[config.mk]
export PLATFORM = sky130hd
export DESIGN_NAME = lcd_timing_gen
export DESIGN_NICKNAME = d
export VERILOG_FILES = /design/src/rtl/lcd_timing_gen.sv
export SDC_FILE = /design/constraint.sdc
export NUM_CORES = 1
export LEC_CHECK = 0
export ABC_CLOCK_PERIOD_IN_PS = 3900
export CAP_MARGIN = 15
export CORE_UTILIZATION = 53
export DETAILED_ROUTE_END_ITERATION = 8
export HOLD_SLACK_MARGIN = 0.12
export PLACE_DENSITY = 0.82
export SLEW_MARGIN = 10
export SYNTH_ARGS = -nofsm -noshare
export SYNTH_HDL_FRONTEND = slang
export SYNTH_SLANG_ARGS = --single-unit
[constraint.sdc]
create_clock -name clk -period 3.9 [get_ports clk]
set_clock_uncertainty 0.1 [all_clocks]
set_input_delay 0.78 -clock clk [delete_from_list [all_inputs] [get_ports clk]]
set_output_delay 0.78 -clock clk [all_outputs]
set_load 0.1 [all_outputs]
[src/rtl/lcd_timing_gen.sv]
// RGB LCD timing generator: selects a panel timing set from lcd_id and produces
// registered sync/enable/request strobes plus a gated pixel path.
module lcd_timing_gen #(
    parameter int unsigned POS_W = 11
) (
    input  logic             clk,
    input  logic             rst,
    input  logic [15:0]      lcd_id,
    input  logic [15:0]      pixel_data,
    output logic             data_req,
    output logic [POS_W-1:0] pixel_xpos,
    output logic [POS_W-1:0] pixel_ypos,
    output logic [POS_W-1:0] h_disp,
    output logic [POS_W-1:0] v_disp,
    output logic             lcd_hs,
    output logic             lcd_vs,
    output logic             lcd_de,
    output logic             lcd_bl,
    output logic [15:0]      lcd_rgb
);

    typedef enum logic {IDLE, RUN} state_t;

    typedef struct packed {
        logic [POS_W-1:0] hs, hb, hd, hf;
        logic [POS_W-1:0] vs, vb, vd, vf;
    } timing_t;

    function automatic logic is_entry(input logic [15:0] id);
        return (id == 16'h4342) || (id == 16'h4384);
    endfunction

    function automatic timing_t lookup(input logic [15:0] id);
        timing_t t;
        t = '0;
        case (id)
            16'h4342: begin
                t.hs = POS_W'(41);  t.hb = POS_W'(2);  t.hd = POS_W'(480); t.hf = POS_W'(2);
                t.vs = POS_W'(10);  t.vb = POS_W'(2);  t.vd = POS_W'(272); t.vf = POS_W'(2);
            end
            16'h4384: begin
                t.hs = POS_W'(128); t.hb = POS_W'(88); t.hd = POS_W'(800); t.hf = POS_W'(40);
                t.vs = POS_W'(2);   t.vb = POS_W'(33); t.vd = POS_W'(480); t.vf = POS_W'(10);
            end
            default: t = '0;
        endcase
        return t;
    endfunction

    state_t           state_q, state_d;
    logic [15:0]      cur_id_q, cur_id_d;
    logic [POS_W-1:0] h_cnt_q, h_cnt_d, v_cnt_q, v_cnt_d;

    logic             hs_q, hs_d, vs_q, vs_d, de_q, de_d, req_q, req_d, bl_q, bl_d;
    logic [POS_W-1:0] xpos_q, xpos_d, ypos_q, ypos_d, hdisp_q, hdisp_d, vdisp_q, vdisp_d;

    timing_t          cur_t;
    logic [POS_W-1:0] h_tot, v_tot, hsb, vsb;
    logic             run, vact;

    assign cur_t = lookup(cur_id_q);
    assign h_tot = cur_t.hs + cur_t.hb + cur_t.hd + cur_t.hf;
    assign v_tot = cur_t.vs + cur_t.vb + cur_t.vd + cur_t.vf;
    assign hsb   = cur_t.hs + cur_t.hb;
    assign vsb   = cur_t.vs + cur_t.vb;
    assign run   = (state_q == RUN);

    always_comb begin
        state_d  = state_q;
        cur_id_d = cur_id_q;
        h_cnt_d  = h_cnt_q;
        v_cnt_d  = v_cnt_q;
        case (state_q)
            IDLE: begin
                h_cnt_d = '0;
                v_cnt_d = '0;
                if (is_entry(lcd_id)) begin
                    state_d  = RUN;
                    cur_id_d = lcd_id;
                end
            end
            RUN: begin
                if (!is_entry(lcd_id)) begin
                    state_d  = IDLE;
                    cur_id_d = '0;
                    h_cnt_d  = '0;
                    v_cnt_d  = '0;
                end else if (lcd_id != cur_id_q) begin
                    // Panel swapped on the fly: restart the frame under the new timing.
                    cur_id_d = lcd_id;
                    h_cnt_d  = '0;
                    v_cnt_d  = '0;
                end else if (h_cnt_q == h_tot - POS_W'(1)) begin
                    h_cnt_d = '0;
                    v_cnt_d = (v_cnt_q == v_tot - POS_W'(1)) ? '0 : v_cnt_q + POS_W'(1);
                end else begin
                    h_cnt_d = h_cnt_q + POS_W'(1);
                end
            end
            default: state_d = IDLE;
        endcase
    end

    // Strobes are derived from the current counters and land one cycle later.
    always_comb begin
        vact    = (v_cnt_q >= vsb) && (v_cnt_q < vsb + cur_t.vd);
        hs_d    = !(run && (h_cnt_q < cur_t.hs));
        vs_d    = !(run && (v_cnt_q < cur_t.vs));
        de_d    = run && vact && (h_cnt_q >= hsb) && (h_cnt_q < hsb + cur_t.hd);
        req_d   = run && vact && (h_cnt_q >= hsb - POS_W'(1))
                      && (h_cnt_q < hsb + cur_t.hd - POS_W'(1));
        xpos_d  = req_d ? h_cnt_q - (hsb - POS_W'(1)) : '0;
        ypos_d  = req_d ? v_cnt_q - vsb : '0;
        bl_d    = run;
        hdisp_d = run ? cur_t.hd : '0;
        vdisp_d = run ? cur_t.vd : '0;
    end

    always_ff @(posedge clk or posedge rst) begin
        if (rst) begin
            state_q  <= IDLE;
            cur_id_q <= '0;
            h_cnt_q  <= '0;
            v_cnt_q  <= '0;
            hs_q     <= 1'b1;
            vs_q     <= 1'b1;
            de_q     <= 1'b0;
            req_q    <= 1'b0;
            bl_q     <= 1'b0;
            xpos_q   <= '0;
            ypos_q   <= '0;
            hdisp_q  <= '0;
            vdisp_q  <= '0;
        end else begin
            state_q  <= state_d;
            cur_id_q <= cur_id_d;
            h_cnt_q  <= h_cnt_d;
            v_cnt_q  <= v_cnt_d;
            hs_q     <= hs_d;
            vs_q     <= vs_d;
            de_q     <= de_d;
            req_q    <= req_d;
            bl_q     <= bl_d;
            xpos_q   <= xpos_d;
            ypos_q   <= ypos_d;
            hdisp_q  <= hdisp_d;
            vdisp_q  <= vdisp_d;
        end
    end

    assign lcd_hs     = hs_q;
    assign lcd_vs     = vs_q;
    assign lcd_de     = de_q;
    assign data_req   = req_q;
    assign lcd_bl     = bl_q;
    assign pixel_xpos = xpos_q;
    assign pixel_ypos = ypos_q;
    assign h_disp     = hdisp_q;
    assign v_disp     = vdisp_q;
    assign lcd_rgb    = de_q ? pixel_data : '0;

endmodule

==> flow_metrics.tcl <==
set metrics [dict create \
    status "finished clean" \
    worstHoldEndpoint "h_cnt_q[0]$_DFF_PP0_" \
    tns_ps 0 \
    finalSetupViolCount 0 \
    crit_buf_inv 3 \
    finalNonFillerCells 725 \
    cp_slowest_stage_delay_ps 400 \
    grt_max_degree 37 \
    slew_violations 0 \
    p_per_area_mw_per_mm2 231 \
    rows 35 \
    crit_family "simple AND/OR/NAND/NOR gates" \
    place_area_sq_mm 0.00583 \
    initial_core_util_pct 54.4 \
    first_pass_iters 4 \
    grt_pass1_vias 4250 \
    cp_max_fo 17 \
    layout-drive-gt1-share_pct 11.2 \
    rrSetupSlack_ps 240 \
    synth_top_family_by_area "simple AND/OR/NAND/NOR gates" \
    hp-start "h_cnt_q[0]$_DFF_PP0_" \
    syn_area_sq_mm 0.00498 \
    worstReg2RegEnd "pixel_ypos[2]$_DFF_PP0_" \
    die_height_um 98.9 \
    ys_ff_latch 69 \
    min_period_over_period_pct 93.9 \
    htreeDepth 3 \
    hpwl_um 8960 \
    drtIter0Drc 318 \
    antenna_cells 0 \
    drt_wl_total_um 11700 \
    worstPathCellList "nor4b_1 -> and3_2 -> nand2_2 -> inv_2 -> ha_1 -> inv_1 -> ha_1 -> nor2b_1 -> o31a_1 -> o32a_1 -> o211ai_1 -> a211o_1 -> buf_4 -> nor4_1" \
    hp-class "register to register" \
    worstReg2RegStart "cur_id_q[0]$_DFFE_PP0P_" \
    synthArstFlopShare_pct 100 \
    p_sw_share_pct 24.2 \
    globalplace.congestion 0.995 \
    power_frac_seq_pct 50.9 \
    finalInstanceArea_sq_mm 0.00608 \
    die_w_um 98.9 \
    synth_cell_types 62 \
    yosys.area_share.simple_pct 22.6 \
    endpoint_kind "register" \
    yosysTopAreaCellShare_pct 33.7 \
    synth_ff_type "dfrtp_1" \
    layout_min_cycle_time_ps 3660 \
    pwr-share-clk_pct 40.9 \
    finalHoldViolCount 0 \
    cap_violations 0 \
    drcViolationCount 0 \
    synth-edff-count 0 \
    muxShareOfSynthArea_pct 2.06 \
    yosysWarnings 0 \
    crit_type "register to register" \
    yosys.area_share.adder_pct 13.7 \
    yosys-top-cells-count "dfrtp_1, ha_1, xnor2_1, nor2_1, nor3_1" \
    cts_tree "done" \
    syn_avg_cell_area_sq_um 9.45 \
    cts_buffers 9 \
    dieArea_sq_mm 0.00979 \
    cp_common_cell "ha_1" \
    antenna_found_initial 0 \
    r2r_cells 14 \
    rsz0062_at_grt "false" \
    wire_per_inst_um 16.2 \
    port_buffers 86 \
    crit_arrival_ps 3800 \
    clk_latency_ps 340 \
    grt_pass1_wl_um 20000 \
    cts_sinks 69 \
    slowest_stage "dfrtp_1" \
    synthTopCellsByArea "dfrtp_1, ha_1, xnor2_1" \
    overflow 0 \
    grt.total_usage_pct 25.5 \
    fill_cells 721 \
    combinationalPowerShare_pct 8.2 \
    worstMarginPinSlew_ps 978 \
    vias_per_cell 5.92 \
    dp.cells 706 \
    vias 4289 \
    ios 99 \
    timing.max_slew.rel_slack_pct 34.6 \
    clk_pin_slew_ps 80 \
    synth_top_cell_by_area "dfrtp_1" \
    cts_buffer_depth 2 \
    required_ps 4040 \
    cp-start-kind "register" \
    cts_root_buf "clkbuf_8" \
    ys_seq_area_share_pct 34.7 \
    netSwitchingPower_w 0.000339 \
    final_util_pct 66.4 \
    synth_cells 527 \
    areaGrowthSynthToFinish_pct 22.1 \
    cellLeakagePower_nw 2.70 \
    synth_xor_area_share_pct 8.09 \
    postRouteAntennaNets 0 \
    vdd_drop_max_uv 152 \
    holdPathStages 1 \
    fin_nets 697 \
    internal_power_w 0.00107 \
    fmax_mhz 273 \
    synth_compound_area_share_pct 11.2 \
    core_area_sq_mm 0.00915 \
    synth.most_common_cell "dfrtp_1" \
]
## worst max-delay path by stage
stage	start	endpoint	cells after the start
global route	cur_id_q[0]$_DFFE_PP0P_	lcd_de$_DFF_PP0_	14
floorplan	cur_id_q[0]$_DFFE_PP0P_	pixel_ypos[8]$_DFF_PP0_	15
finish	cur_id_q[0]$_DFFE_PP0P_	pixel_ypos[2]$_DFF_PP0_	14
CTS	cur_id_q[0]$_DFFE_PP0P_	pixel_ypos[3]$_DFF_PP0_	14
detailed placement	cur_id_q[0]$_DFFE_PP0P_	pixel_ypos[3]$_DFF_PP0_	14
global placement	cur_id_q[0]$_DFFE_PP0P_	pixel_ypos[3]$_DFF_PP0_	14
## worst reg2reg max path, cell delays in order, from the launching register on
cell	delay, ps
dfrtp_1	400
nor4b_1	320
and3_2	300
nand2_2	150
inv_2	140
ha_1	210
inv_1	70
ha_1	280
nor2b_1	170
o31a_1	240
o32a_1	250
o211ai_1	130
a211o_1	270
buf_4	200
nor4_1	310
## state kept, by name, summed over array words and instances, names as in the netlist
signal,cells
cur_id_q,16
h_cnt_q,11
bl_d,1
lcd_vs,1
v_cnt_q,11
lcd_de,1
v_disp,1
lcd_hs,1
lcd_bl,1
pixel_ypos,11
pixel_xpos,11
h_disp,2
data_req,1
## placed cells by master (no fill, tap or decap), types with 4 or more instances in the layout
master           instances
clkbuf_8                10
inv_1                   27
conb_1                  12
a22o_1                   4
nor3_1                  30
and2_1                  27
a31oi_1                 10
nand2b_1                 5
and3_1                  11
a21boi_0                 4
xor2_1                  11
nor4_1                   9
nand4_1                 17
a21o_1                   4
nand2_1                 15
o21ai_0                 10
clkdlybuf4s50_1         70
nor2b_1                  5
dfrtp_1                 67
a21oi_1                 14
o211ai_1                 4
nor2_1                  32
mux2i_1                  8
buf_4                   32
nor4bb_1                 5
ha_1                    52
nand3_1                 17
xnor2_1                 35
## power groups by stage
stage                     clock network (W)  logic (W)  registers [W]
after CTS                          0.000584   0.000117       0.000715
after floorplan                           0  0.0000801       0.000729
final                              0.000574   0.000115       0.000716
after global placement                    0   0.000115       0.000729
after global routing               0.000625   0.000122       0.000715
after detailed placement                  0   0.000117       0.000729
## stage by stage
step / power [W] / setup slack [ps] / hold slack [ps]
floorplan: 0.000809 / 376 / 331
global placement: 0.000845 / 322 / 411
detailed placement: 0.000846 / 143 / 411
CTS: 0.00142 / 91.9 / 421
global route: 0.00146 / 53.2 / 455
finish: 0.00140 / 240 / 419
## layer usage
metal | GRT usage [%] | wire length [um]
met1 | 30.2 | 4770
met2 | 42.9 | 5770
met3 | 5.60 | 714
met4 | 14.6 | 485
met5 | 0 | 0
## cell type report
cell class              count  area (sq um)  area share [%]
repair buffers            103           961            15.8
clock buffers              12           145            2.39
well taps                 111           139            2.29
flip-flops and latches     69          1730            28.5
clock inverters             4          47.5           0.782
inverters                  29           109            1.79
multi-input cells         397          2950            48.5
## cells by family after synthesis
family	Yosys count
buf+inv	72
xor+xnor	46
simple gates	195
flops	69
other cells	1
fa+ha+maj	54
compound gates	80
mux	10
## timing repair
action,in CTS,in global routing
hold buffers,0,0
endpoints found under the setup margin,0,24
resized for setup,0,12
hold endpoints to repair,0,0
buffers inserted,0,3
Note: power is estimated with default switching activity, not from simulation.
